## config.mk

```make
export PLATFORM = sky130hd
export DESIGN_NAME = alu16_reg
export DESIGN_NICKNAME = d
export VERILOG_FILES = /design/src/rtl/alu16_reg.sv
export SDC_FILE = /design/constraint.sdc
export NUM_CORES = 1
export LEC_CHECK = 0
export CAP_MARGIN = 25
export CORE_MARGIN = 2
export CORE_UTILIZATION = 25
export DETAILED_ROUTE_END_ITERATION = 16
export PLACE_DENSITY_LB_ADDON = 0.05
export SLEW_MARGIN = 20
export SYNTH_ARGS = -nofsm -noshare
export SYNTH_HDL_FRONTEND = slang
export SYNTH_HIERARCHICAL = 1
export SYNTH_SLANG_ARGS = --single-unit
```

## constraint.sdc

```tcl
create_clock -name clk -period 1.4 [get_ports clk]
set_clock_uncertainty 0.05 [all_clocks]
set_input_delay 0.21 -clock clk [delete_from_list [all_inputs] [get_ports clk]]
set_output_delay 0.21 -clock clk [all_outputs]
set_load 0.005 [all_outputs]
```

## src/rtl/alu16_reg.sv

```systemverilog
// Purpose : shared 8-function ALU stage with a registered result and zero/neg/carry flags.
// Latency : one cycle; the result launched with in_valid appears on w one clock later, with out_valid.
// Backpr. : none; in_valid may be asserted every cycle, and w/flags hold while in_valid is low.
//
// Ports:
//   clk       rising-edge clock
//   rst       asynchronous active-high reset
//   in_valid  a/b/cin/func are valid; the result is captured on this clk edge
//   a, b      WIDTH-bit operands
//   cin       carry / borrow / shift-in bit
//   func      operation: 0 ADD, 1 SUB, 2 AND, 3 OR, 4 XOR, 5 NOT, 6 SHL, 7 ASR
//   w         registered result
//   zero      registered (w == 0)
//   neg       registered w[WIDTH-1]
//   cout      registered carry / borrow / shifted-out bit
//   out_valid high for one cycle after each accepted in_valid
//
// Build option: define ALU_STRUCTURAL_EN to build the datapath from a full-adder
// ripple chain, per-bit gates and an 8:1 mux tree. Without it, the datapath uses
// behavioural operators. Both builds are bit-identical.

`ifdef ALU_STRUCTURAL_EN
module alu16_fa (
  input  logic x,
  input  logic y,
  input  logic ci,
  output logic s,
  output logic co
);
  assign s  = x ^ y ^ ci;
  assign co = (x & y) | (ci & (x ^ y));
endmodule
`endif

module alu16_reg #(
  parameter int WIDTH = 16
) (
  input  logic             clk,
  input  logic             rst,
  input  logic             in_valid,
  input  logic [WIDTH-1:0] a,
  input  logic [WIDTH-1:0] b,
  input  logic             cin,
  input  logic [2:0]       func,
  output logic [WIDTH-1:0] w,
  output logic             zero,
  output logic             neg,
  output logic             cout,
  output logic             out_valid
);

  logic [WIDTH-1:0] r;
  logic             c;

`ifdef ALU_STRUCTURAL_EN
  // One shared adder. SUB is a + ~b + ~cin, and the borrow is the inverted carry-out.
  logic [WIDTH-1:0] add_b;
  logic             add_ci;
  logic [WIDTH:0]   carry;
  logic [WIDTH-1:0] add_s;
  logic [WIDTH-1:0] and_r, or_r, xor_r, not_r;

  // func[0] separates SUB from ADD. The adder output is ignored for all other funcs.
  assign add_b    = func[0] ? ~b : b;
  assign add_ci   = func[0] ? ~cin : cin;
  assign carry[0] = add_ci;

  for (genvar i = 0; i < WIDTH; i++) begin : g_bit
    alu16_fa u_fa (
      .x  (a[i]),
      .y  (add_b[i]),
      .ci (carry[i]),
      .s  (add_s[i]),
      .co (carry[i+1])
    );
    assign and_r[i] = a[i] & b[i];
    assign or_r[i]  = a[i] | b[i];
    assign xor_r[i] = a[i] ^ b[i];
    assign not_r[i] = ~a[i];
  end

  // Each candidate is {carry, result}, so one tree selects both.
  logic [WIDTH:0] cand [8];
  logic [WIDTH:0] lvl1 [4];
  logic [WIDTH:0] lvl2 [2];

  assign cand[0] = {carry[WIDTH], add_s};
  assign cand[1] = {~carry[WIDTH], add_s};
  assign cand[2] = {1'b0, and_r};
  assign cand[3] = {1'b0, or_r};
  assign cand[4] = {1'b0, xor_r};
  assign cand[5] = {1'b0, not_r};
  assign cand[6] = {a[WIDTH-1], a[WIDTH-2:0], cin};
  assign cand[7] = {a[0], a[WIDTH-1], a[WIDTH-1:1]};

  for (genvar j = 0; j < 4; j++) begin : g_lvl1
    assign lvl1[j] = func[0] ? cand[2*j+1] : cand[2*j];
  end
  for (genvar k = 0; k < 2; k++) begin : g_lvl2
    assign lvl2[k] = func[1] ? lvl1[2*k+1] : lvl1[2*k];
  end
  assign {c, r} = func[2] ? lvl2[1] : lvl2[0];

`else
  always_comb begin
    r = '0;
    c = 1'b0;
    case (func)
      3'b000: {c, r} = {1'b0, a} + {1'b0, b} + {{WIDTH{1'b0}}, cin};
      // A result below zero wraps modulo 2^(WIDTH+1), which sets the top bit: that bit is the borrow.
      3'b001: {c, r} = {1'b0, a} - {1'b0, b} - {{WIDTH{1'b0}}, cin};
      3'b010: r = a & b;
      3'b011: r = a | b;
      3'b100: r = a ^ b;
      3'b101: r = ~a;
      3'b110: {c, r} = {a, cin};
      3'b111: {r, c} = {a[WIDTH-1], a};
      default: begin
        r = '0;
        c = 1'b0;
      end
    endcase
  end
`endif

  always_ff @(posedge clk or posedge rst) begin
    if (rst) begin
      w         <= '0;
      zero      <= 1'b1;
      neg       <= 1'b0;
      cout      <= 1'b0;
      out_valid <= 1'b0;
    end else begin
      out_valid <= in_valid;
      if (in_valid) begin
        w    <= r;
        zero <= (r == '0);
        neg  <= r[WIDTH-1];
        cout <= c;
      end
    end
  end

endmodule

```

== Word level (Yosys, flattened, before mapping) ==
Index checks and enable logic that the tools add are counted.
W data, S select, Z words.
Word-level totals
  output and inout port bits: 20
  latch bits: 0
  flip-flop bits (word level): 20
  memories kept: 0
  memory bits (writable): 0
  ROM bits: 0
Cells by class
  bitwise logic cells: 4
  equality and inequality tests: 7
  div/mod/pow operators: 0
  shifts and indexed selects: 0
  multiplexer cells: 2
  reduce and logical (&&, ||, !) cells: 2
  add/subtract/negate cells: 4
  order comparisons: 0
  multiply operators: 0
Operator list (count)
  $pmux W16 S8: 1
  $add A16 B16 Y17: 1
  $add A17 B1 Y17: 1
  $sub A16 B16 Y17: 1
  $sub A17 B1 Y17: 1
  $and A16 B16 Y16: 1
  $logic_not A16 Y1: 1
  $not A16 Y16: 1
  $or A16 B16 Y16: 1
  $xor A16 B16 Y16: 1
  $eq A3 B3 Y1 const B: 4
  $eq A3 B2 Y1 const B: 2
  $pmux W1 S4: 1
  $eq A3 B1 Y1 const B: 1
  $logic_not A3 Y1: 1

== Longest topological paths before layout ==
Gate-level depths: netlist of the first run.
  depth after elaboration: 4
  depth in mapped cells: 13
  gate-level depth less buffers: 13

== Worst setup path before layout of the first run ==
OpenSTA, ideal clock, no wires.
  path type: input -> register
  start point: input port a[4]
  end point: register w[15]
  arrival: 2.738 ns
  cell stages on the path: 12
  path slack: -1.513 ns
  path through: inv_1 -> ha_1 -> ha_1 -> o21ai_0 -> a221o_1 -> and3_1 -> o41a_1 -> o21ai_0 -> a21oi_1 -> xor2_1 -> o221ai_1 -> mux2_2
On the way
  longest elaborated chain between the ends: 3
Ends and longest elaborated chain
  start, declared: line 41  | input logic [WIDTH-1:0] a,
  $sub A16 B16 Y17 / $add A16 B16 Y17 (equally long branches): line 111, 109
  $sub A17 B1 Y17 / $add A17 B1 Y17 (equally long branches): line 111, 109
  $pmux W16 S8 *: line 108  | case (func)
  end signal, assigned: line 136  | w <= r;
  end, declared: line 45  | output logic [WIDTH-1:0] w,
Every way passes the cells marked *; elsewhere a longest branch is shown, timed or not.
A chain may end at the register's enable or synchronous reset.

== Final worst setup path of the first run ==
  start point: input port cin
  end point: register w[15]
On the way
  longest elaborated chain between the ends: 2
Ends and longest elaborated chain
  start, declared: line 43  | input logic cin,
  $sub A17 B1 Y17 / $add A17 B1 Y17 (equally long branches): line 111, 109
  $pmux W16 S8 *: line 108
Marked as above.

==> results of run 1 <==
[final cells by class]
type,instances,share of cell area (%)
clock buffers,4,1.10
repair buffers,256,30.9
flip-flops and latches,19,6.66
inverters,66,4.04
multi-input cells,388,54.0
well taps,188,3.29
[cells in the final DEF, fill, tap and decap left out, drive strengths merged, types with 3 or more instances in the layout]
master,count
ha,65
clkdlybuf4s50,17
a22o,3
nor2,38
nor4,3
nand2b,8
nor3,8
dlymetal6s2s,12
o21ai,27
xnor2,12
a31oi,9
buf,208
mux2i,12
inv,63
o221ai,4
o21a,8
clkbuf,10
a21oi,38
nand2,24
clkdlybuf4s15,6
dlygate4sd2,7
and3,3
or2,4
a21o,6
a221o,3
nand4,4
mux4,6
a211oi,7
mux2,9
o22ai,9
xor2,9
dfrtp,18
o211ai,9
nand3b,3
nand3,10
a22oi,6
fa,4
[state kept, by name (all words and copies together), names as in the netlist]
name	flops
out_valid	1
w	16
zero	1
cout	1
[report_power, final]
group	total [mW]	internal (mW)	switching [mW]
combinational	3.36	1.86	1.50
sequential	0.707	0.649	0.0579
clock	0.596	0.388	0.209
[routing by layer]
layer  global-route usage (%)  wire length (um)  vias up
met3                     1.79               327       16
met5                        0                 0        -
met1                     24.6              6860     2168
met4                     1.92               189        0
met2                     35.0              7980       67
li1                         -                 -     2270
[cell families (layout without fill, tap and decap cells)]
kind of cell	count (synthesis)	in the layout	synth area share (%)
compound gates	153	153	26.3
fa+ha+maj	69	69	22.9
buf+inv	88	326	9.12
mux	27	27	9.15
flops	19	19	12.2
simple gates	118	118	15.6
xor+xnor	21	21	4.72
[metrics by stage]
stage / power, mW / std cells / instance area (sq um) / setup slack (ps) / hold slack, ps
floorplan: 2.13 / 495 / 4190 / -1390 / 110
global placement: 3.48 / 878 / 6090 / -2230 / 388
detailed placement: 3.47 / 878 / 6090 / -2310 / 389
CTS: 4.51 / 913 / 6840 / -1570 / 114
global route: 5.02 / 921 / 7150 / -1620 / 124
finish: 4.66 / 921 / 7150 / -1490 / 111
[worst max path at each step]
stage | end | cells past startpoint | slack (ps) | startpoint
after floorplan | w[15] | 12 | -1390 | cin
after detailed placement | zero | 14 | -2310 | cin
after global routing | zero | 14 | -1620 | b[0]
after CTS | zero | 15 | -1570 | a[0]
final | w[15] | 14 | -1490 | cin
after global placement | zero | 14 | -2230 | cin
[synth_stat cells (3+ instances only)]
| master | instances | share of area, % |
|---|---|---|
| sky130_fd_sc_hd__a21o_1 | 6 | 1.2 |
| sky130_fd_sc_hd__a221o_1 | 3 | 0.77 |
| sky130_fd_sc_hd__o221ai_1 | 4 | 0.90 |
| sky130_fd_sc_hd__xnor2_1 | 12 | 2.7 |
| sky130_fd_sc_hd__buf_4 | 3 | 0.58 |
| sky130_fd_sc_hd__a211oi_1 | 7 | 1.3 |
| sky130_fd_sc_hd__mux4_2 | 6 | 3.5 |
| sky130_fd_sc_hd__a22o_1 | 3 | 0.67 |
| sky130_fd_sc_hd__o22ai_1 | 9 | 1.4 |
| sky130_fd_sc_hd__a22oi_1 | 6 | 1.2 |
| sky130_fd_sc_hd__dfrtp_1 | 18 | 12 |
| sky130_fd_sc_hd__o21a_1 | 8 | 1.5 |
| sky130_fd_sc_hd__ha_1 | 65 | 21 |
| sky130_fd_sc_hd__nand2_1 | 24 | 2.3 |
| sky130_fd_sc_hd__mux2_2 | 9 | 2.6 |
| sky130_fd_sc_hd__nand3_1 | 10 | 1.3 |
| sky130_fd_sc_hd__nor2_1 | 38 | 3.7 |
| sky130_fd_sc_hd__or2_2 | 4 | 0.64 |
| sky130_fd_sc_hd__fa_1 | 4 | 2.1 |
| sky130_fd_sc_hd__inv_1 | 64 | 6.2 |
| sky130_fd_sc_hd__nor3_1 | 8 | 1.0 |
| sky130_fd_sc_hd__o21ai_0 | 27 | 3.5 |
| sky130_fd_sc_hd__a31oi_1 | 9 | 1.4 |
| sky130_fd_sc_hd__buf_2 | 11 | 1.4 |
| sky130_fd_sc_hd__clkbuf_1 | 7 | 0.67 |
| sky130_fd_sc_hd__nand3b_1 | 3 | 0.58 |
| sky130_fd_sc_hd__nand2b_1 | 8 | 1.3 |
| sky130_fd_sc_hd__xor2_1 | 9 | 2.0 |
| sky130_fd_sc_hd__nand4_1 | 4 | 0.64 |
| sky130_fd_sc_hd__mux2i_1 | 12 | 3.1 |
| sky130_fd_sc_hd__a21oi_1 | 38 | 4.9 |
| sky130_fd_sc_hd__o211ai_1 | 9 | 1.7 |
| sky130_fd_sc_hd__and3_1 | 3 | 0.48 |
[what timing repair did]
action	4_1_cts	5_1_grt
hold buffers	0	0
pin swaps	61	46
cloned	0	0
resized for setup	169	84
endpoints found under the setup margin	23	30
setup buffers	34	14
==> run summary, run 1 <==
The flow ran to the end, but the final reports show violations. The checks that failed: negative setup slack. The data arrival time of the critical path is slightly below 3000 ps. When the netlist entered floorplanning its net count stood at between 600 and 700. The min-delay analysis places its worst path in the category primary input to asynchronous set/reset pin. The diode insertion count for antenna repair came out at 0. The number of standard cells after synthesis is between 400 and 500. CTS placed an instance of sky130_fd_sc_hd__clkbuf_16 at the clock tree root.

The die boundary width is 129 um. The period utilization is 207%. The count of cell types in the netlist is between 60 and 70. The worst setup path is launched from a primary input. The number of primary I/O pins is 59. The worst path required time is between 1000 and 1500 ps.

After layout, the minimum clock period comes to ~2900 ps. The post-detailed-route via-to-cell ratio came out at between 4 and 5. The class of the most critical setup path is primary input to flip-flop. Setup violations remaining at the end of the flow were counted as 18. The final cell utilization of the core came out at 47.1%. The number of buffer and inverter instances along the worst setup path is 3. The number of buffers between clock root and the deepest sink came out at 2.

The relative slew slack came out at slightly above 70%. Of all nets on the critical path, the largest fanout is 3. The most used flip-flop cell after synthesis is sky130_fd_sc_hd__dfrtp_1. The storage element area is 477 sq um. The number of warnings issued by yosys is 6. The count of input and output buffers came out at 58.

The clock net in this run drives a total of 19 sinks. The detailed-routing iteration count for the pre-antenna-repair pass is 4. The total power density per cell area came out at 652 nW/um^2. The detailed router's first-iteration violation count is between 200 and 250. The count of unresolved DRC violations after routing came out at 0. Compared with the post-synthesis result, the final layout area differs by 83.5%. The share of synthesized flip-flops with an asynchronous set or reset is 100%. The placer's final routability congestion estimate came out at approximately 0.84. The number of clock buffers inserted by TritonCTS is 3. The kind of cell adding the most delay to the critical path is compound AO/OA/AOI/OAI gates. The number of filler instances in the final layout is 1535. The total congestion overflow came out at 0. The number of vias after detailed routing is around 4500. The count of final max-slew check failures is 0. The number of global-route vias before repair was 4705. The nature of the critical path endpoint is a flip-flop. The worst register-to-register path ends at w[15]. The maximum operating frequency is approximately 350 MHz. The die boundary height came out at 129 um. The routed design has 15.4 mm of wire. In the final routed layout, each cell accounts on average for ~17 um.

The wire length of the first global-routing pass came out at 24.7 mm. After floorplanning, the core was divided into 45 placement rows. After the last flow step, the layout net total stands at 842. The largest individual stage delay along the critical path comes from the cell sky130_fd_sc_hd__fa_2. For this run, the slowest stage of the critical path takes roughly 580 ps. The worst path setup slack after routing came out at -1490 ps. Sequential cells were found to cover roughly 12% of the synthesized design area. The average size of a mapped cell is approximately 7.9 sq um.

The startpoint identified for the worst register-to-register timing path is w[15]. The aggregate global-route resource usage came out at approximately a fifth. Max-cap violations in this run came to 0. The post-route antenna net violation count is 0. Setup repair after global routing could not meet its margin everywhere. Traced cell by cell, the critical path runs through buf_12, inv_8, fa_2, buf_6, ha_4, o21ai_4, a221o_1, and3_4, o41a_1, o21ai_2, a21oi_2, xor2_1, o221ai_2, mux2_4. The number of flip-flops and latches in the synthesized netlist came out at 19. TritonCTS built the clock tree.

The share of cells above drive strength 1 is 49.5%. The clock input transition at the sequential cells of the worst setup and hold paths came out at around 50 ps. The clock insertion delay at the later pin of the skew report came out at ~250 ps. The number of antenna violations at the first check in global routing is 0. The H-tree depth reported by CTS came out at 1. The leakage dissipation came out at roughly 3.3 nW. The number of cell instances on the worst register-to-register path is 2. For the final routed database, the setup TNS stands at -16880 ps. The number of enable-type register cells in the synthesized netlist came out at 0.

The area enclosed by the die boundary is approximately 17000 sq um. The worst voltage drop across the vdd grid came out at 0.000423 V. For flop-to-flop paths, the worst setup slack is between 400 and 500 ps.

The pin slew with the least headroom to its limit came out at between 400 and 500 ps. In this run the cell area of the synthesized design comes to 3900 sq um. Entering global routing, the biggest net connects 32 pins.

The multi-input gate area in the final layout is around 3900 sq um. The final hold violation count is 0. The core region is roughly 15000 sq um. The detailed placement HPWL is approximately 12 mm. The effective utilization at floorplan came out at around a quarter.
(Power assumes the default switching activity.)
==> run 2: changes to the inputs <==
--- a/config.mk
+++ b/config.mk
@@ -6,7 +6,6 @@
 export NUM_CORES = 1
 export LEC_CHECK = 0
 export CAP_MARGIN = 25
-export CORE_MARGIN = 2
 export CORE_UTILIZATION = 25
 export DETAILED_ROUTE_END_ITERATION = 16
 export PLACE_DENSITY_LB_ADDON = 0.05
==> run 2 against run 1 <==
  * The flow still finishes with violations (negative setup slack)
  * Power shrank 0.42%
  * Clock-buffer cell count is the same
  * Combinational power is essentially flat
  * Hold slack gained 13 ps
  * Highest routed layer unchanged
==> run summary, run 2 (synthesis gave the netlist of run 1 again) <==
The pre-CTS setup slack was -2370 ps (-59.2 ps). The worst voltage drop across the vdd grid was 0.000479 V (+13%). The clock period minus final worst setup slack is 2930 ps (+35.7 ps). The clock net sink count is 19 (unchanged). The worst reg2reg path startpoint is w[15].

The flow ran to the end, but the final reports show violations. The reported max-cap violation count is 0 (unchanged). The diode insertion count for antenna repair came out at 0 (unchanged). The worst hold-check slack came to 124 ps (+13.0 ps).

The total power density per cell area is 657 nW/um^2 (+0.79%). The internal reg-to-reg setup slack is 330 ps (-110 ps). The maximum operating frequency is 342 MHz (-1.2%). The number of filler instances in the final layout is 1514 (-1.4%). Compared with the post-synthesis result, the final layout area differs by 81.3%.

The data arrival time of the critical path came out at 3040 ps (+60 ps). The setup violation total in the final timing report is 18 (unchanged). The die boundary height is 127 um (-1.6%). The TritonCTS clock tree is done. The final hold violation count came out at 0 (unchanged). The worst setup path is launched from a primary input.

The placer's final routability congestion estimate came out at 0.863 (+2.9%). The wire length of the first global-routing pass is 25.0 mm (+0.98%). The share of cells above drive strength 1 came out at 50.9% (+1.4 points).

The class of the most critical setup path is primary input to flip-flop. The detailed placement HPWL is 12.6 mm (+3.2%). The number of buffer and inverter instances along the worst setup path was 4 (+1). The final reports fail on negative setup slack.

The aggregate global-route resource usage was 19.8% (+0.93 points). The die boundary width was 127 um (-1.6%). The number of clock buffers inserted by TritonCTS is 3 (unchanged). The clock insertion delay at the later pin of the skew report is 250 ps (about the same). The final total negative setup slack is -17360 ps (-484 ps). The number of primary I/O pins came out at 59 (unchanged). The largest stage delay on the critical path is 600 ps (+20 ps). The worst path required time is 1510 ps (+20 ps). The relative slew slack is 74.6% (+2.6 points). The post-detailed-route wirelength per cell is 17.0 um (+1.8%). The H-tree depth reported by CTS is 1 (unchanged). The post-detailed-route via-to-cell ratio came to 4.92 (+0.17%).

The number of cell instances on the worst register-to-register path is 3 (+1). The pin slew with the least headroom to its limit was 378 ps (-42.1 ps). The top cell types in the final layout, fill and taps aside, are 175 x sky130_fd_sc_hd__buf_4, 37 x sky130_fd_sc_hd__nor2_1, 35 x sky130_fd_sc_hd__inv_1, 29 x sky130_fd_sc_hd__ha_1, 28 x sky130_fd_sc_hd__ha_4. The number of rows in the core area is 45 (unchanged). The leakage dissipation came to 3.24 nW (-1.5%).

The maximum number of pins on one net before global-route repair came out at 22 (-31%). The kind of cell adding the most delay to the critical path is simple AND/OR/NAND/NOR gates. The number of buffers between clock root and the deepest sink came out at 2 (unchanged). The number of flip-flops under the largest register name came out at 16 (unchanged).

The count of input and output buffers is 58 (unchanged). The area enclosed by the die boundary is 16100 sq um (-3.1%). Setup repair after global routing could not meet its margin everywhere. The number of antenna violations at the first check in global routing is 0 (unchanged). The number of global-route vias before repair is 4689 (-0.34%). The final net count is 840 (-0.24%). The count of hold buffers inserted by post-cts repair is 0 (unchanged).

The overall power of the completed layout was 4.64 mW (-0.42%). The class of the worst hold path is primary input to asynchronous set/reset pin. The clock input transition at the sequential cells of the worst setup and hold paths is 50 ps (about the same). The number of vias after detailed routing is 4519 (-0.044%). The worst setup path is captured at a flip-flop. The commonest non-fill, non-tap cell in the layout is sky130_fd_sc_hd__buf_4. The worst path setup slack after routing came to -1530 ps (-35.7 ps). The total congestion overflow is 0 (unchanged).

The core footprint was 15200 sq um (unchanged). The count of unresolved DRC violations after routing came to 0 (unchanged). The detailed router's first-iteration violation count came out at 134 (-37%). The effective utilization at floorplan is 25.6% (unchanged). The post-detailed-routing wire length came out at 15.6 mm (+1.6%).

The count of placed standard cells in the final layout, fillers left out is 919 (-0.22%). The peak fanout along the critical path is 3 (unchanged). The tree is rooted in a sky130_fd_sc_hd__clkbuf_16. The slowest stage of the critical path belongs to the cell sky130_fd_sc_hd__fa_2. In this run the critical register-to-register path is captured at w[15].

The number of placed instances with taps included came out at 884 (+0.68%). The detailed-routing iteration count for the pre-antenna-repair pass came to 4 (unchanged). The critical path goes through buf_12, inv_12, fa_2, inv_2, ha_4, o21ai_4, buf_6, nor3b_4, xor2_1, o22ai_2, nor4_2, and4_4, nor4b_4, nand4_1, o32ai_2. More flip-flops sit in one register than any other, and that register is w. The count of final max-slew check failures is 0 (unchanged). The post-route antenna net violation count is 0 (unchanged). The period utilization came out at 209% (+2.6 points).
run 2: where the power goes:
part           internal [mW]  total, mW  switching, mW
sequential             0.649      0.704         0.0548
clock                  0.387      0.588          0.201
combinational           1.84       3.35           1.51
total                   2.88       4.64           1.77
run 2: cell type report:
class / count / area, sq um / area share, %
timing repair buffer: 254 / 2130 / 30.2
inverter: 66 / 283 / 4.00
tap: 188 / 235 / 3.33
clock buffer: 4 / 78.8 / 1.12
multi-input combinational: 388 / 3860 / 54.6
sequential: 19 / 477 / 6.75
run 2: worst max path at each step:
stage / end / slack (ps) / cells past startpoint / start
after detailed placement: zero / -2370 / 14 / cin
after global placement: zero / -2300 / 13 / cin
after floorplan: w[15] / -1390 / 12 / cin
after CTS: w[15] / -1590 / 15 / a[0]
after global routing: zero / -1650 / 15 / a[0]
final: zero / -1530 / 15 / a[0]
run 2: timing repair:
action                                  in CTS  in global routing
setup buffers                               23                 20
gates cloned                                 1                  0
pin swaps                                   66                 67
endpoints found under the setup margin      21                 28
resized for setup                          164                 76
run 2: routing by layer:
layer  vias to the layer above  wire (um)  GRT usage (%)
li1                       2258          -              -
met5                         -          0              0
met2                        49       7900           36.2
met1                      2197       7240           25.7
met3                        15        214           1.81
met4                         0        239           2.87
run 2: metrics by stage:
step | util (%) | instance area [sq um]
floorplan | - | 4190
global placement | 40.4 | 6140
detailed placement | 40.4 | 6140
CTS | 44.9 | 6830
global route | 46.5 | 7070
finish | 46.5 | 7070
==> run 3: changes to the inputs <==
--- a/config.mk
+++ b/config.mk
@@ -6,7 +6,9 @@
 export NUM_CORES = 1
 export LEC_CHECK = 0
 export CAP_MARGIN = 25
+export CORE_ASPECT_RATIO = 1.25
 export CORE_UTILIZATION = 25
+export CTS_CLUSTER_SIZE = 28
 export DETAILED_ROUTE_END_ITERATION = 16
 export PLACE_DENSITY_LB_ADDON = 0.05
 export SLEW_MARGIN = 20
==> run 3 against run 2 <==
  * The run still ends with negative setup slack left
  * Clock power rose by 1%
  * Clock-buffer cell count did not move
  * Routed wire length down 0.25%
  * Global-route usage shrank 0.052 points
  * Final cell count is 2.0% higher
  * Critical path type unchanged
  * Critical endpoint unchanged
  * Highest routed layer unchanged
==> run summary, run 3 (synthesis gave the netlist of run 1 again) <==
STA classifies the critical path startpoint as a primary input. The post-detailed-routing wire length is 15.6 mm (-0.25%). The area enclosed by the die boundary came out at 16100 sq um (about the same). The detailed placement HPWL was 12.6 mm (-0.10%). The clock period minus final worst setup slack is 2880 ps (-51.3 ps). The reported max-cap violation count came out at 0 (unchanged).

The final hold violation count is 0 (unchanged). The class of the most critical setup path is primary input to flip-flop. The post-route antenna net violation count came out at 0 (unchanged). The signal on the critical path passes through buf_12, inv_8, fa_2, inv_2, ha_4, o21ai_4, nor3b_4, xor2_1, o22ai_2, nor4_2, and4_4, nor4b_4, nand4_1, o32ai_1.

The kind of cell adding the most delay to the critical path is simple AND/OR/NAND/NOR gates. The count of unresolved DRC violations after routing is 0 (unchanged). The effective utilization at floorplan came out at 25.9% (+0.21 points). The count of input and output buffers came out at 58 (unchanged).

The final reports fail on negative setup slack. The final cell utilization of the core came to 47.1% (+0.66 points). The setup violation total in the final timing report came out at 18 (unchanged). The tree is rooted in a sky130_fd_sc_hd__clkbuf_16.

The wire length of the first global-routing pass is 25.1 mm (+0.50%). TritonCTS built the clock tree. The worst hold-check slack is 232 ps (+108 ps). The die boundary height came out at 142 um (+12%).

The number of rows in the core area came out at 50 (+11%). The flow ran to the end, but the final reports show violations. The die boundary width is 114 um (-10%).

The final design instance area without fill is 7110 sq um (+0.58%). The diode insertion count for antenna repair came out at 0 (unchanged). The aggregate global-route resource usage is 19.8% (-0.052 points).

The number of antenna violations at the first check in global routing came out at 1 (+1). The number of clock buffers inserted by TritonCTS came out at 3 (unchanged). The leakage dissipation is 3.22 nW (-0.63%).

The final total negative setup slack is -16980 ps (+383 ps). The total congestion overflow was 0 (unchanged). The number of buffer and inverter instances along the worst setup path came out at 3 (-1). The relative slew slack came out at 74.5% (about the same). The count of hold buffers inserted by post-cts repair is 0 (unchanged). The clock insertion delay at the later pin of the skew report is 250 ps (about the same). The pin slew with the least headroom to its limit was 372 ps (-5.69 ps). The cell with the biggest individual delay on the critical path is sky130_fd_sc_hd__fa_2. The number of primary I/O pins is 59 (unchanged). The clock net sink count came out at 19 (unchanged). The largest stage delay on the critical path is 580 ps (-20 ps). The maximum operating frequency was 348 MHz (+1.8%). The class of the worst hold path is primary input to asynchronous set/reset pin. The post-detailed-route wirelength per cell came out at 16.6 um (-2.2%).

The commonest non-fill, non-tap cell in the layout is sky130_fd_sc_hd__buf_4. From synthesis to final layout, the design area changed by 82.4%. The data arrival time of the critical path is 2990 ps (-50 ps). The share of cells above drive strength 1 came to 47.9% (-3.0 points). The post-detailed-route via-to-cell ratio came to 4.85 (-1.4%). The placed instance area is 6160 sq um (+0.41%). The nature of the critical path endpoint is a flip-flop.

The number of buffers between clock root and the deepest sink is 2 (unchanged). The number of global-route vias before repair came to 4885 (+4.2%). The placer's final routability congestion estimate came out at 0.895 (+3.7%). In the layout the commonest cells are 161 x sky130_fd_sc_hd__buf_4, 42 x sky130_fd_sc_hd__inv_1, 37 x sky130_fd_sc_hd__nor2_1, 36 x sky130_fd_sc_hd__ha_1, 33 x sky130_fd_sc_hd__buf_6. The final net count is 838 (-0.24%).

The count of final max-slew check failures came out at 0 (unchanged). Setup repair after global routing could not meet its margin everywhere. Ranked by flip-flop count, first place goes to w. The number of flip-flops under the largest register name was 16 (unchanged). The detailed-routing iteration count for the pre-antenna-repair pass came out at 4 (unchanged).

The pre-CTS setup slack came out at -2320 ps (+49.7 ps). The number of filler instances in the final layout is 1476 (-2.5%). The worst path required time came to 1510 ps (about the same). The detailed router's first-iteration violation count came out at 142 (+6.0%). The clock input transition at the sequential cells of the worst setup and hold paths came out at 60 ps (about the same).

The total power density per cell area is 653 nW/um^2 (-0.72%). The period utilization is 205% (-3.7 points). The core footprint is 15100 sq um (-0.82%). The worst path setup slack after routing came out at -1480 ps (+51.3 ps). The peak fanout along the critical path came out at 3 (unchanged).

The H-tree depth reported by CTS came out at 1 (unchanged). The number of vias after detailed routing is 4545 (+0.58%). The maximum number of pins on one net before global-route repair came out at 20 (-9.1%). The worst voltage drop across the vdd grid came out at 0.000362 V (-24%).
run 3: cell type report:
cell class	instances	area, sq um	area share (%)
multi-input cells	388	3800	53.5
repair buffers	252	2210	31.1
flip-flops and latches	19	477	6.71
inverters	66	280	3.94
well taps	208	260	3.66
clock buffers	4	78.8	1.11
run 3: report_power, final:
group | internal, mW | switching (mW) | leakage [nW]
clock network | 0.387 | 0.208 | 0.0382
registers | 0.649 | 0.0566 | 0.219
logic | 1.85 | 1.48 | 2.96
total | 2.89 | 1.75 | 3.22
run 3: worst reg2reg max path, cell delays in order, from the launching register on:
cell	delay, ps
sky130_fd_sc_hd__dfrtp_1	390
sky130_fd_sc_hd__buf_4	140
sky130_fd_sc_hd__mux2_4	250
run 3: final timing paths:
path	slack, ps	startpoint	depth (start not counted)	end
hold reg to reg	440	zero	2	zero
min in group clk	400	func[1]	5	cout
setup reg to reg	460	w[15]	2	w[15]
setup / recovery	-1480	cin	14	zero
hold / removal	230	rst	3	w[0]
max in group asynchronous	800	rst	3	zero
run 3: metrics by stage:
step,power (mW),instances
finish,4.64,937
CTS,4.41,923
global placement,3.49,904
floorplan,2.13,495
global route,4.98,937
detailed placement,3.49,904
run 3: repair_timing:
| item | 4_1_cts | 5_1_grt |
|---|---|---|
| cloned | 1 | 0 |
| setup endpoints to repair | 19 | 23 |
| pin swaps | 50 | 52 |
| buffers inserted | 20 | 26 |
| gates resized for setup | 119 | 104 |
run 3: layer usage:
| layer | track usage, % | vias up | part of all wire, % |
|---|---|---|---|
| li1 | - | 2258 | - |
| met1 | 23.1 | 2168 | 42 |
| met2 | 37.7 | 79 | 52 |
| met3 | 1.62 | 40 | 2.2 |
| met4 | 6.16 | 0 | 3.8 |
| met5 | 0 | - | 0 |
==> patch 1 (config.mk and constraints of run 1) <==
The output `out_valid` loses its register stage (`out_valid` becomes a continuous assignment). Comments in the files are not updated.
--- a/src/rtl/alu16_reg.sv
+++ b/src/rtl/alu16_reg.sv
@@ -129,9 +129,7 @@
       zero      <= 1'b1;
       neg       <= 1'b0;
       cout      <= 1'b0;
-      out_valid <= 1'b0;
     end else begin
-      out_valid <= in_valid;
       if (in_valid) begin
         w    <= r;
         zero <= (r == '0);
@@ -141,5 +139,7 @@
     end
   end
 
+  assign out_valid = in_valid;
+
 endmodule
 
Formal check against the unedited RTL: not equivalent (a bounded check fails within 4 cycles, from zero or initial values and one cycle with rst high).
==> patch 1 against run 1 <==
- the flow still finishes with violations (negative setup slack)
- routed wire length fell by 7.1%
- synthesized area fell by 2.4%
- cell area fell by 6.3%
- setup slack improved by 0.17 ns
- sequential cell count fell by 1
- fmax rose by 6.3%
- total power fell by 4.8%
- count of clock-buffer cells in the layout did not move
- synthesized cell count rose by 0.20%
- sequential share of layout area rose by 0.078 points
- global-route usage fell by 1.0 points
- critical path type unchanged
- critical endpoint is now zero$_DFFE_PP1P_
==> patch 1: results (changes against run 1) <==
- Status: complete, but fails checks
- Failing checks: negative setup slack
- First-pass GRT wire length: 23500 um (-5.1%)
- Slew HR: 67.6% (-4.4 points)
- Asr flop ratio synth: 100% (unchanged)
- FF-to-FF End: w[9]$_DFFE_PP0P_
- Routability congestion estimate: 0.864 (+3.2%)
- Via-to-Cell Ratio: 4.84 (-1.5%)
- CP max FO: 3 (unchanged)
- All-Layer GR Usage: 17.9% (-1.0 points)
- Hold crit path type: in2async
- Post-synth cell types: 64 (+1.6%)
- Area contributors post-synth: ha_1 (21%), dfrtp_1 (11%), inv_1 (5.8%)
- Clock-pin slew on the worst setup and hold paths: 0.05 ns (about the same)
- Worst R2R Path Depth: 2 (unchanged)
- Placed insts: 874 (-0.46%)
- Initial antenna violation count: 0 (unchanged)
- Regs by FF count: w (16), cout (1), zero (1)
- Top post-synthesis cells by count: ha_1 (65), inv_1 (59), nor2_1 (47)
- First DRT Iteration DRCs: 175 (-18%)
- Vias in the first global route: 4516 (-4.0%)
- VDD IR-drop max: 0.377 mV (-11%)
- # port buffers: 58 (unchanged)
- Skew-Pair Late Insertion Delay: 0.24 ns
- Synth Warn #: 6 (unchanged)
- TritonRoute pass-1 iters: 4 (unchanged)
- Leak: 3.09 nW (-6.1%)
- WL/cell: 15.8 um (-5.3%)
- FF-to-FF Start: w[9]$_DFFE_PP0P_
- Root buf cell: clkbuf_16
- Worst slack, placed: -2.13 ns (+0.180 ns)
- CP Class: in2reg
- TritonCTS buffer count: 3 (unchanged)
- Longest Clk Path Bufs: 2 (unchanged)
- Critical Path AT: 2.86 ns (-0.12 ns)
- Post-synth net total: 604 (+0.17%)
- Via count: 4371 (-3.3%)
- Setup slack, reg-to-reg: 0.46 ns (+0.02 ns)
- Layout cells sized above 1: 45.0% (-4.6 points)
- DP Wirelength: 11600 um (-5.1%)
- Largest net degree at the start of global routing: 22 (-31%)
- CTS H-Tree Depth: 1 (unchanged)
- Commonest register cell after synthesis: dfrtp_1
- Setup_tns: -16.85 ns (+0.0265 ns)
- Final setup viols: 18 (unchanged)
- Sequential share of the synthesized area: 11.9% (-0.36 points)
- Antenna fix cells: 0 (unchanged)
- Cells after Synth: 496 (+0.20%)
- Nets: 825 (-2.0%)
- Final worst slack: -1.32 ns (+0.170 ns)
## patch 1: cell types whose count changed after synthesis, moves of 5 or more
cell,before,now
a21oi_1,38,44
inv_1,64,59
mux2_2,9,3
nand2_1,24,34
nor2_1,38,47
xnor2_1,12,17
## patch 1: layout make-up
class / count / area, um^2
inverter: 61 / 238
fill: 1531 / 8330
tap: 188 / 235
sequential: 18 / 452
clock buffer: 4 / 88.8
timing repair buffer: 241 / 2020
multi-input combinational: 392 / 3670
## patch 1: what timing repair did
item | CTS | global route
endpoints found under the setup margin | 20 | 27
cloned | 2 | 0
pin swaps | 65 | 35
buffers inserted | 29 | 5
gates resized for setup | 130 | 29
## patch 1: cell families after synthesis
logic type,count (synthesis),synth area share [%]
AO/OA/AOI/OAI,157,27.3
XOR/XNOR,23,5.29
adder cells (fa/ha/maj),69,23.5
buffers and inverters,86,9.37
flip-flops,18,11.9
multiplexers,19,7.07
AND/OR/NAND/NOR,124,15.6
## patch 1: report_power, final
group / switching (mW) / internal, mW / leakage [nW]
registers: 0.0501 / 0.613 / 0.206
clock network: 0.190 / 0.434 / 0.0442
logic: 1.45 / 1.70 / 2.84
total: 1.69 / 2.75 / 3.09
## patch 1: worst max-delay path by stage
stage / start / to / slack, ns / depth (start not counted)
after global placement: a[0] / zero$_DFFE_PP1P_ / -2.13 / 14
after floorplan: a[0] / zero$_DFFE_PP1P_ / -1.25 / 13
final: a[0] / zero$_DFFE_PP1P_ / -1.32 / 14
after global routing: a[0] / zero$_DFFE_PP1P_ / -1.45 / 14
after detailed placement: a[0] / zero$_DFFE_PP1P_ / -2.13 / 14
after CTS: a[0] / zero$_DFFE_PP1P_ / -1.33 / 14
## patch 1: routing by layer
| metal | GRT usage [%] | share of wire (%) |
|---|---|---|
| met5 | 0 | 0 |
| met4 | 1.49 | 0.38 |
| met2 | 29.9 | 45 |
| met3 | 0.670 | 3.6 |
| met1 | 26.7 | 51 |
## patch 1: worst max-delay path, stage by stage
cell	delay [ns]
buf_8	0.10
clkinvlp_4	0.09
fa_2	0.21
inv_2	0.05
fa_2	0.36
o211ai_1	0.26
a21oi_2	0.12
o41a_1	0.39
o41ai_4	0.28
xor2_1	0.18
o22ai_1	0.10
a21oi_1	0.17
o2111a_1	0.19
a32o_1	0.15
## patch 1: stage by stage
stage / cell area (um^2) / hold slack (ns) / util (%)
after floorplan: 4080 / 0.0978 / -
after global placement: 5920 / 0.411 / 39.4
after detailed placement: 5920 / 0.423 / 39.4
after CTS: 6590 / 0.261 / 43.8
after global routing: 6700 / 0.320 / 44.6
final: 6700 / 0.241 / 44.6
==> patch 2 (settings of run 1) <==
Without the edit above. Set the parameter `WIDTH` to 32 (it was 16).
--- a/src/rtl/alu16_reg.sv
+++ b/src/rtl/alu16_reg.sv
@@ -33,7 +33,7 @@
 `endif
 
 module alu16_reg #(
-  parameter int WIDTH = 16
+  parameter int WIDTH = 32
 ) (
   input  logic             clk,
   input  logic             rst,
Ports: changed (resized a, b and w); port bits go from 59 to 107. The function was not compared with the original's and may differ.
==> patch 2 against run 1 <==
- the run still ends with negative setup slack left
- setup slack got worse by 0.15 ns
- global-route usage is 4.1 points higher
- synthesized area rose by 120%
- first-iteration DRC count increased to 2.7 times the old value
- sequential cell count is 16 higher
- fmax decreased by 5.1%
- total power up 140%
- core utilization grew 1.5 points
- via count rose by 140%
- routed wire length grew to 2.7 times the old value
- clock power rose by 120%
- cell area rose by 130%
- largest cell class unchanged
==> patch 2: results (changes against run 1) <==
- Logic power comb: 8.57 mW (+160%)
- Syn_area_per_cell: 7.19 um^2 (-8.7%)
- Switching share of power: 42.0% (+4.1 points)
- CTS H-Tree Depth: 2 (+1)
- TritonRoute pass-1 iters: 5 (+1)
- Final setup viols: 34 (+16)
- Sequential share of the synthesized area: 10.4% (-1.8 points)
- Met3 usage: 2.11% (+0.33 points)
- Leak: 7.24 nW (+120%)
- Met1 Use GR: 28.3% (+3.7 points)
- Vias in the first global route: 11200 (+140%)
- Layout cells sized above 1: 54.2% (+4.7 points)
- Setup slack, reg-to-reg: 0.48 ns (+0.04 ns)
- Adder-cell share of the synthesized area: 20.1% (-2.9 points)
- Beginning of the critical path: b[0]
- Synth Area in Compound Gates: 29.9% (+3.6 points)
- Status: complete, but fails checks
- Routed WL: 41500 um (+170%)
- Routability congestion estimate: 0.927 (+11%)
- Post-DP Area: 0.0133 mm^2 (+120%)
- WL met1: 18100 um (+160%)
- # port buffers: 106 (+83%)
- FF-to-FF End: w[5]$_DFFE_PP0P_
- First-pass GRT wire length: 63900 um (+160%)
- First DRT Iteration DRCs: 569 (+170%)
- Top post-synthesis cells by count: ha_1 (129), inv_1 (129), nor2_1 (113)
- Filler cells: 3409 (+120%)
- Final worst slack: -1.65 ns (-0.155 ns)
- Critical Path End: zero$_DFFE_PP1P_
- DP Wirelength: 33200 um (+170%)
- Failing checks: negative setup slack
- Wire length on met3: 1220 um (+270%)
- Final std cells w/o fill: 2166 (+140%)
- Post-synth net total: 1378 (+130%)
- Via-to-Cell Ratio: 4.98 (+1.4%)
- Worst slack, placed: -2.52 ns (-0.205 ns)
[patch 2: cell types whose count changed in the layout (fill, tap and decap cells not counted), sizes merged, moves of 64 or more]
cell and change:
nand2 +71, inv +65, ha +64, a21oi +66
buf +315, nor2 +76
[patch 2: final cells by class]
class	count	area, um^2	area share [%]
flip-flops and latches	35	877	5.41
repair buffers	607	5080	31.3
clock buffers	5	125	0.772
clock inverters	3	43.8	0.270
well taps	448	561	3.46
multi-input cells	938	9010	55.6
inverters	130	517	3.19
[patch 2: kinds of logic (layout without fill, tap and decap cells)]
family                     Yosys count  after routing
buffers and inverters              201            745
adders and majority gates          133            133
AOI/OAI and AO/OA                  380            380
xor gates and xnor gates            36             36
muxes                               48             48
DFF                                 35             35
and+or+nand+nor                    341            341
[patch 2: timing repair]
action,CTS,global route
pin swaps,171,110
buffers inserted,76,28
gates resized for setup,545,120
hold buffers,0,0
cloned,0,0
endpoints found under the setup margin,61,42
